`config.mk`:
```
export PLATFORM = sky130hd
export DESIGN_NAME = instr_encoder
export DESIGN_NICKNAME = d
export VERILOG_FILES = /design/src/rtl/instr_encoder.sv
export SDC_FILE = /design/constraint.sdc
export NUM_CORES = 1
export LEC_CHECK = 0
export BUFFER_PORTS_ARGS = -buffer_cell sky130_fd_sc_hd__buf_2
export CORE_ASPECT_RATIO = 2
export CORE_UTILIZATION = 52
export CTS_CLUSTER_DIAMETER = 80
export CTS_CLUSTER_SIZE = 24
export DETAILED_ROUTE_END_ITERATION = 16
export PLACE_DENSITY = 0.79
export SLEW_MARGIN = 20
export SYNTH_ARGS = -nofsm -noshare
export SYNTH_HDL_FRONTEND = slang
export SYNTH_SLANG_ARGS = --single-unit
```
`constraint.sdc`:
```
create_clock -name clk -period 3.8 [get_ports clk]
set_input_delay 0.76 -clock clk [delete_from_list [all_inputs] [get_ports clk]]
set_output_delay 0.76 -clock clk [all_outputs]
set_load 0.02 [all_outputs]
```
`src/rtl/instr_encoder.sv`:
```
// instr_encoder: MIPS R/I/J instruction encoder feeding a 2-entry output FIFO.
// Define MIPS_CRYPT_EN to make R-type functs 30/31 legal.
module instr_encoder (
  input  logic        clk,
  input  logic        rst_n,
  input  logic        in_valid,
  output logic        in_ready,
  input  logic [5:0]  in_opcode,
  input  logic [5:0]  in_funct,
  input  logic [4:0]  in_rs,
  input  logic [4:0]  in_rt,
  input  logic [4:0]  in_rd,
  input  logic [15:0] in_imm,
  input  logic [25:0] in_target,
  output logic        out_valid,
  input  logic        out_ready,
  output logic [31:0] out_word,
  output logic        out_err,
  output logic [15:0] enc_count,
  output logic        err_seen
);
  logic        w_shift_imm, w_crypt, w_r_legal, w_i_legal, w_j_legal, w_err;
  logic [31:0] w_r_word, w_i_word, w_j_word, w_word;
  logic        w_push, w_pop;
  logic [1:0]  w_wpos;
  logic [32:0] w_entry;
  logic [1:0]  r_cnt;
  logic [32:0] r_q0, r_q1;
  logic [15:0] r_enc_count;
  logic        r_err_seen;
  assign w_shift_imm = in_funct inside {6'h00, 6'h02, 6'h03, 6'h1C, 6'h1D};
`ifdef MIPS_CRYPT_EN
  assign w_crypt = in_funct inside {6'h30, 6'h31};
`else
  assign w_crypt = 1'b0;
`endif
  assign w_r_legal = (in_opcode == 6'h00) && (w_crypt || in_funct inside {6'h20, 6'h22, 6'h18,
    6'h24, 6'h26, 6'h25, 6'h27, 6'h00, 6'h02, 6'h03, 6'h04, 6'h06, 6'h07, 6'h1C, 6'h1D, 6'h1E,
    6'h1F, 6'h2A, 6'h2B, 6'h08, 6'h09});
  assign w_i_legal = in_opcode inside {6'h08, 6'h0C, 6'h0D, 6'h0E, 6'h0A, 6'h0B, 6'h0F, 6'h23,
    6'h2B, 6'h04, 6'h05, 6'h01, 6'h07};
  assign w_j_legal = in_opcode inside {6'h02, 6'h03};
  // jr drops rt/rd, jalr drops rt; immediate shifts take shamt from imm and drop rs
  assign w_r_word = {6'h00, w_shift_imm ? 5'd0 : in_rs,
                     (in_funct inside {6'h08, 6'h09}) ? 5'd0 : in_rt,
                     (in_funct == 6'h08) ? 5'd0 : in_rd,
                     w_shift_imm ? in_imm[4:0] : 5'd0, in_funct};
  assign w_i_word = {in_opcode, (in_opcode == 6'h0F) ? 5'd0 : in_rs,
                     (in_opcode inside {6'h01, 6'h07}) ? 5'd0 : in_rt, in_imm};
  assign w_j_word = {in_opcode, in_target};
  assign w_word = w_r_legal ? w_r_word : w_i_legal ? w_i_word : w_j_legal ? w_j_word : 32'h0;
  assign w_err = !(w_r_legal || w_i_legal || w_j_legal);
  assign w_entry = {w_err, w_word};
  assign in_ready = r_cnt != 2'd2;
  assign out_valid = r_cnt != 2'd0;
  assign w_push = in_valid && in_ready;
  assign w_pop = out_valid && out_ready;
  assign w_wpos = r_cnt - {1'b0, w_pop};
  always_ff @(posedge clk) begin
    if (!rst_n) begin
      r_cnt <= 2'd0;
      r_q0 <= '0;
      r_q1 <= '0;
      r_enc_count <= 16'd0;
      r_err_seen <= 1'b0;
    end else begin
      r_cnt <= r_cnt + {1'b0, w_push} - {1'b0, w_pop};
      if (w_pop) r_q0 <= r_q1;
      if (w_push && w_wpos == 2'd0) r_q0 <= w_entry;
      if (w_push && w_wpos == 2'd1) r_q1 <= w_entry;
      if (w_pop) r_enc_count <= r_enc_count + 16'd1;
      if (w_push && w_err) r_err_seen <= 1'b1;
    end
  end
  assign out_word = out_valid ? r_q0[31:0] : 32'h0;
  assign out_err = out_valid && r_q0[32];
  assign enc_count = r_enc_count;
  assign err_seen = r_err_seen;
endmodule

```
## Yosys cells after proc, flatten, opt, wreduce, memory -nomap -nowiden

Index checks and enable logic that the tools add are counted.

| storage, ports and cells | value |
|---|---|
| flip-flop bits (word level) | 85 |
| latch bits | 0 |
| memory bits (writable) | 0 |
| memory bits (read-only) | 0 |
| bits of input ports | 73 |
| word-level logic and storage cells | 79 |
| memories kept | 0 |

| cells by class | value |
|---|---|
| add/sub/neg operators | 4 |
| $mul | 0 |
| divide/modulo/power cells | 0 |
| $lt $le $gt $ge | 0 |
| equality and inequality tests | 37 |
| shift operators | 0 |
| mux-type cells | 12 |
| bitwise operators | 0 |
| reductions and logical operators | 21 |

Operators with widths:

| operator | count |
|---|---|
| $mux W32 | 4 |
| $mux W33 | 2 |
| $eq A6 B6 Y1 const B | 10 |
| $eq A6 B4 Y1 const B | 9 |
| $eq A6 B3 Y1 const B | 6 |
| $eq A6 B5 Y1 const B | 5 |
| $mux W5 | 6 |
| $eq A6 B2 Y1 const B | 4 |
| $reduce_bool A21 Y1 | 1 |
| $add A16 B1 Y16 const B | 1 |
| $reduce_bool A13 Y1 | 1 |
| $logic_not A6 Y1 | 2 |
| $reduce_bool A2 Y1 | 5 |
| $logic_and A1 B1 Y1 | 7 |
| $eq A6 B1 Y1 const B | 1 |
| $reduce_bool A5 Y1 | 1 |
| $sub A2 B1 Y2 | 2 |
| $add A2 B1 Y2 | 1 |
| $eq A2 B1 Y1 const B | 1 |
| $logic_not A2 Y1 | 1 |
| $logic_or A1 B1 Y1 | 2 |
| $ne A2 B2 Y1 const B | 1 |
| $logic_not A1 Y1 | 1 |

## Longest topological paths before layout

| logic depth | value |
|---|---|
| depth in word-level cells | 7 |
| depth in mapped cells | 14 |
| depth with buffers taken out | 11 |

## Worst setup path after synthesis

No wires, ideal clock.

| timing | value |
|---|---|
| kind | reg2reg |
| from | register r_cnt[1] |
| to | register r_q1[12] |
| arrival | 2.929 ns |
| data required time | 3.666 ns |
| slack | 0.737 ns |
| cell stages (with the launch flop) | 15 |
| path buffers | 5 |
| clock period less this slack | 3.063 ns |
| cells stage by stage | dfxtp_1 > nor2_1 > inv_1 > nand2_1 > inv_1 > buf_1 > buf_2 > ha_1 > or2_2 > nand2_1 > and3_1 > clkbuf_1 > clkbuf_1 > clkbuf_1 > a21oi_1 |

| on the way | value |
|---|---|
| longest elaborated chain between the ends | 5 |

RTL lines:

| element | line | RTL |
|---|---|---|
| start: declaration | 27 | `logic [1:0] r_cnt;` |
| start signal: assignment | 67 | `r_cnt <= r_cnt + {1'b0, w_push} - {1'b0, w_pop};` |
| $reduce_bool A2 Y1 | 55 | `assign out_valid = r_cnt != 2'd0;` |
| via out_valid | 15 | `output logic out_valid,` |
| $logic_and A1 B1 Y1 | 57 | `assign w_pop = out_valid && out_ready;` |
| via w_pop | 24 | `logic w_push, w_pop;` |
| $sub A2 B1 Y2 | 58 | `assign w_wpos = r_cnt - {1'b0, w_pop};` |
| $eq A2 B1 Y1 | 70 | `if (w_push && w_wpos == 2'd1) r_q1 <= w_entry;` |
| $logic_and A1 B1 Y1 | 70 |  |
| end signal: assignment | 70 |  |
| end: declaration | 28 | `logic [32:0] r_q0, r_q1;` |

The timed path passes the listed nets, and every way through them passes these cells.
A chain may end at the register's enable or synchronous reset.

## Worst setup path after layout

| timing | value |
|---|---|
| from | register r_cnt[1] |
| to | register r_q0[21] |

| on the way | value |
|---|---|
| longest elaborated chain between the ends | 6 |

RTL lines:

| element | line | RTL |
|---|---|---|
| $reduce_bool A2 Y1 | 55 |  |
| $logic_and A1 B1 Y1 | 57 |  |
| $sub A2 B1 Y2 | 58 |  |
| $logic_not A2 Y1 | 69 | `if (w_push && w_wpos == 2'd0) r_q0 <= w_entry;` |
| $logic_and A1 B1 Y1 | 69 |  |
| $mux W33 or $reduce_bool A2 Y1 (tied branches) | n/a |  |
| end signal: assignment | 68 | `if (w_pop) r_q0 <= r_q1;` |
| end signal: assignment | 69 |  |
| end: declaration | 28 |  |

Parallel ways exist; a longest one is shown, timed or not.

==> PnR_summary.wiki <==
{| class="wikitable"
! Metric !! Value
|-
| Synthesis-to-finish area growth || 23.2%
|-
| Fraction of the cycle the final worst path needs || 0.770
|-
| Xor/xnor cell area share of the yosys netlist || 0.0309
|-
| Async SR Flop Fraction || 0
|-
| Maximum fanout along the worst path || 28
|-
| Crit Path Class || flop to flop
|-
| Number of design-rule violations left by the first detailed-router iteration || roughly 270
|-
| Startpoint type of the worst setup path || flop
|-
| Hold worst-path end || r_q1[32]$_SDFFE_PN0P_
|-
| Synthesized cell area || around 4300 um^2
|-
| DIE AREA || between 8000 and 9000 um^2
|-
| Endpoint class of the critical path || flop
|-
| Number of H-tree levels || 3
|-
| Final Routed Wirelength || around 12000 um
|-
| Mux contribution to synthesized area || 0.0179
|-
| Num rows || 46
|-
| Leakage component of the power || 2.17 nW
|-
| Reg-to-reg critical path startpoint || r_cnt[1]$_SDFF_PN0_
|-
| Maximum clock skew at final layout || around 0.0046 ns
|-
| Peak ir drop on the vdd network || around 320 uV
|-
| Cell count after placement || between 700 and 800
|-
| Number of global-route vias before repair || roughly 4000
|-
| Sw frac || 0.390
|-
| Area share of the leading cell type in the synthesized netlist || 0.400
|-
| CTS root buf || clkbuf_16
|-
| Sequential cell fraction of total power || 0.351
|-
| Instance count of the mapped netlist || a little over 500
|-
| Avg Cell Area, Syn || roughly 8.3 um^2
|-
| Num CTS Buffers || 9
|-
| Standard cell area after detailed placement || 4940 um^2
|-
| Largest family of logic cells by synthesized area || compound AO/OA/AOI/OAI gates
|-
| Share of the yosys chip area belonging to registers || 0.400
|-
| Average wire per standard cell || roughly 17 um
|-
| Rel. slew slack || 0.426
|-
| Hold violation total from the final report || 0
|-
| Area of the placeable core || between 7000 and 8000 um^2
|-
| Latest clock arrival within the worst-skew pair || around 0.34 ns
|-
| Slack of the worst reg-to-reg path || 0.87 ns
|-
| Detailed Routing Iterations Pass 1 || 5
|-
| Number of cells on the worst reg-to-reg path || 10
|-
| Global-route total usage across every layer || 0.284
|-
| WHS Path Cells || 2
|-
| X dimension of the die || 66.0 um
|-
| Count of non-filler cells in the finished layout || 719
|-
| Transition time at the pin with the least slew margin || between 0.8 and 0.9 ns
|-
| Final setup violating endpoints || 0
|-
| Number of antenna-violating nets in the routed design || 0
|-
| Layout cells sized above 1 || 0.276
|-
| Power dissipated by switching net loads || between 1 and 1.5 mW
|-
| Post-synthesis adder-cell area fraction || 0.00882
|-
| Via count || 4306
|-
| Initial antenna violation count || 0
|-
| Worst hold-check path type || flop to flop
|-
| Wire length of the first global-routing pass || around 19000 um
|-
| Boundary pin count || between 100 and 150
|-
| Simple logic cell fraction of the synthesized area || 0.213
|-
| Commonest cells after routing, fill and taps aside || 124 x buf_2, 85 x dfxtp_1, 54 x a21oi_1
|-
| Number of synthesized flops with an enable pin || 0
|-
| Pin count of the biggest net entering global routing || 50
|-
| Floorplan die height || 130 um
|-
| Cell type with the largest total area after synthesis || dfxtp_1
|-
| Total non-filler cell area in the finished layout || 5250 um^2
|-
| Initial Utilization || 0.536
|-
| Clock group share of total power || 0.260
|-
| Run status || completed
|-
| Placer's final routability congestion estimate || between 0.8 and 0.9
|-
| Warning count from the yosys run || 0
|-
| Number of nets produced by synthesis || slightly below 600
|-
| Internal power of the cells || 2.12 mW
|-
| Post-synthesis cell type count || 59
|-
| Clock-pin slew reported for the worst setup and hold paths after clock tree synthesis || around 0.07 ns
|-
| Total gr overflow || 0
|-
| Biggest area contributors in the synthesized netlist || dfxtp_1 40%, a21oi_1 6.5%, nor2b_1 5.3%, nand2_1 4.1%, o21ai_0 3.9%
|-
| Timing-limited maximum frequency || ~340 MHz
|-
| Ys flop type || dfxtp_1
|-
| Share of the synthesized area in compound gates (AO/OA/AOI/OAI) || 0.289
|-
| Max-cap violation count || 0
|-
| Number of gates resized after CTS || 0
|-
| Half-perimeter wire length after placement || roughly 8600 um
|-
| # port buffers || between 100 and 150
|-
| Sinks on Clock Net || 85
|-
| Data required time of the worst path || around 4.1 ns
|-
| Hold path start || r_q1[32]$_SDFFE_PN0P_
|-
| Period minus WS final || 2.93 ns
|-
| End of the worst register-to-register path || r_q0[21]$_SDFFE_PN0P_
|-
| NumNets Final || 694
|-
| Antenna diodes || 0
|-
| Maximum clock insertion buffer count || 2
|-
| CP Data Arrival Time || around 3.2 ns
|-
| DRC viols || 0
|-
| Number of fillers in the final layout || slightly below 700
|-
| Final Power || between 3 and 4 mW
|-
| Register bit count reported by yosys || between 80 and 90
|-
| Post-DR vias/cell || approximately 6.0
|-
| CTS tree || built
|-
| Aggregate negative setup slack || 0 ns
|-
| Commonest non-fill, non-tap cell in the layout || buf_2
|-
| Proportion of power drawn by combinational gates || 0.389
|-
| Total of hold buffers inserted after clock tree synthesis || 0
|-
| PwrDens || 664 nW/um^2
|-
| Count of buffers added by post-CTS timing repair for setup || 0
|-
| Unrepaired setup endpoints after global routing || no
|-
| Number of pins with negative max-slew slack in the final report || 0
|}
[worst max path at each step]
stage	from	to	slack (ns)	depth (start not counted)
2_1_floorplan	r_cnt[1]$_SDFF_PN0_	r_q1[12]$_SDFFE_PN0P_	0.74	14
3_3_place_gp	out_ready	r_q0[25]$_SDFFE_PN0P_	0.74	9
3_5_place_dp	out_ready	r_q0[21]$_SDFFE_PN0P_	0.57	9
4_1_cts	r_cnt[1]$_SDFF_PN0_	r_q0[19]$_SDFFE_PN0P_	0.90	10
5_1_grt	r_cnt[1]$_SDFF_PN0_	r_q0[21]$_SDFFE_PN0P_	0.56	10
6_report	r_cnt[1]$_SDFF_PN0_	r_q0[21]$_SDFFE_PN0P_	0.87	10
[sequential cells by signal (all words and copies together) (netlist names)]
| register | count |
|---|---|
| enc_count | 16 |
| err_seen | 1 |
| r_cnt | 2 |
| r_q0 | 33 |
| r_q1 | 33 |
[worst max-delay path, stage by stage, from the launching register on]
cell and delay [ns]:
dfxtp_1 0.36, nor2_2 0.13, inv_1 0.06, nand2_1 0.30
inv_1 0.14, ha_1 0.27, or2_2 0.33, o221a_2 0.49
nor2_1 0.45, a22oi_1 0.12, o22ai_1 0.18
[final cells by class]
| type | count | area [um^2] | share of cell area |
|---|---|---|---|
| well taps | 96 | 120 | 0.0229 |
| clock buffers | 10 | 239 | 0.0456 |
| repair buffers | 134 | 696 | 0.133 |
| flip-flops and latches | 85 | 1700 | 0.324 |
| inverters | 8 | 30.0 | 0.00573 |
| clock inverters | 6 | 68.8 | 0.0131 |
| multi-input cells | 380 | 2390 | 0.456 |
[kinds of logic (layout without fill, tap and decap cells)]
logic type / Yosys count / in the layout
AO/OA/AOI/OAI: 178 / 178
XOR/XNOR: 15 / 15
adder cells (fa/ha/maj): 3 / 3
buffers and inverters: 45 / 158
flip-flops: 85 / 85
multiplexers: 7 / 7
AND/OR/NAND/NOR: 177 / 177
[Yosys cell counts, drive strengths merged, types with 5 or more instances]
cell type,count
nand2,46
mux2,5
and3,6
a22o,13
dfxtp,85
a311oi,7
nand2b,12
o221ai,5
xor2,8
clkbuf,32
o311ai,7
a22oi,15
nand3,23
o21ai,33
and2,6
a21oi,55
nor2b,36
inv,7
a31oi,5
xnor2,7
buf,5
nor2,30
[power by group through the flow]
| stage | clock (mW) | combinational [mW] | sequential, mW |
|---|---|---|---|
| after floorplan | 0 | 0.971 | 1.20 |
| after global routing | 0.951 | 1.49 | 1.24 |
| final | 0.907 | 1.36 | 1.22 |
| after CTS | 0.913 | 1.35 | 1.22 |
| after detailed placement | 0 | 1.34 | 1.23 |
| after global placement | 0 | 1.29 | 1.23 |
[per-stage QoR]
stage / setup slack, ns / utilization / hold WS, ns
final: 0.873 / 0.660 / 0.460
after global placement: 0.735 / 0.622 / 0.445
after global routing: 0.556 / 0.660 / 0.474
after CTS: 0.905 / 0.660 / 0.460
after detailed placement: 0.574 / 0.622 / 0.452
after floorplan: 0.737 / - / 0.427
[routing by layer]
| metal | wire, um | share of wire | up-vias | GRT usage |
|---|---|---|---|---|
| met5 | 0 | 0 | - | 0 |
| met4 | 359 | 0.029 | 0 | 0.144 |
| met3 | 739 | 0.061 | 29 | 0.0586 |
| met2 | 6490 | 0.53 | 178 | 0.514 |
| met1 | 4620 | 0.38 | 2014 | 0.302 |
| li1 | - | - | 2085 | - |
No activity file was read; power rests on OpenSTA's default activity.
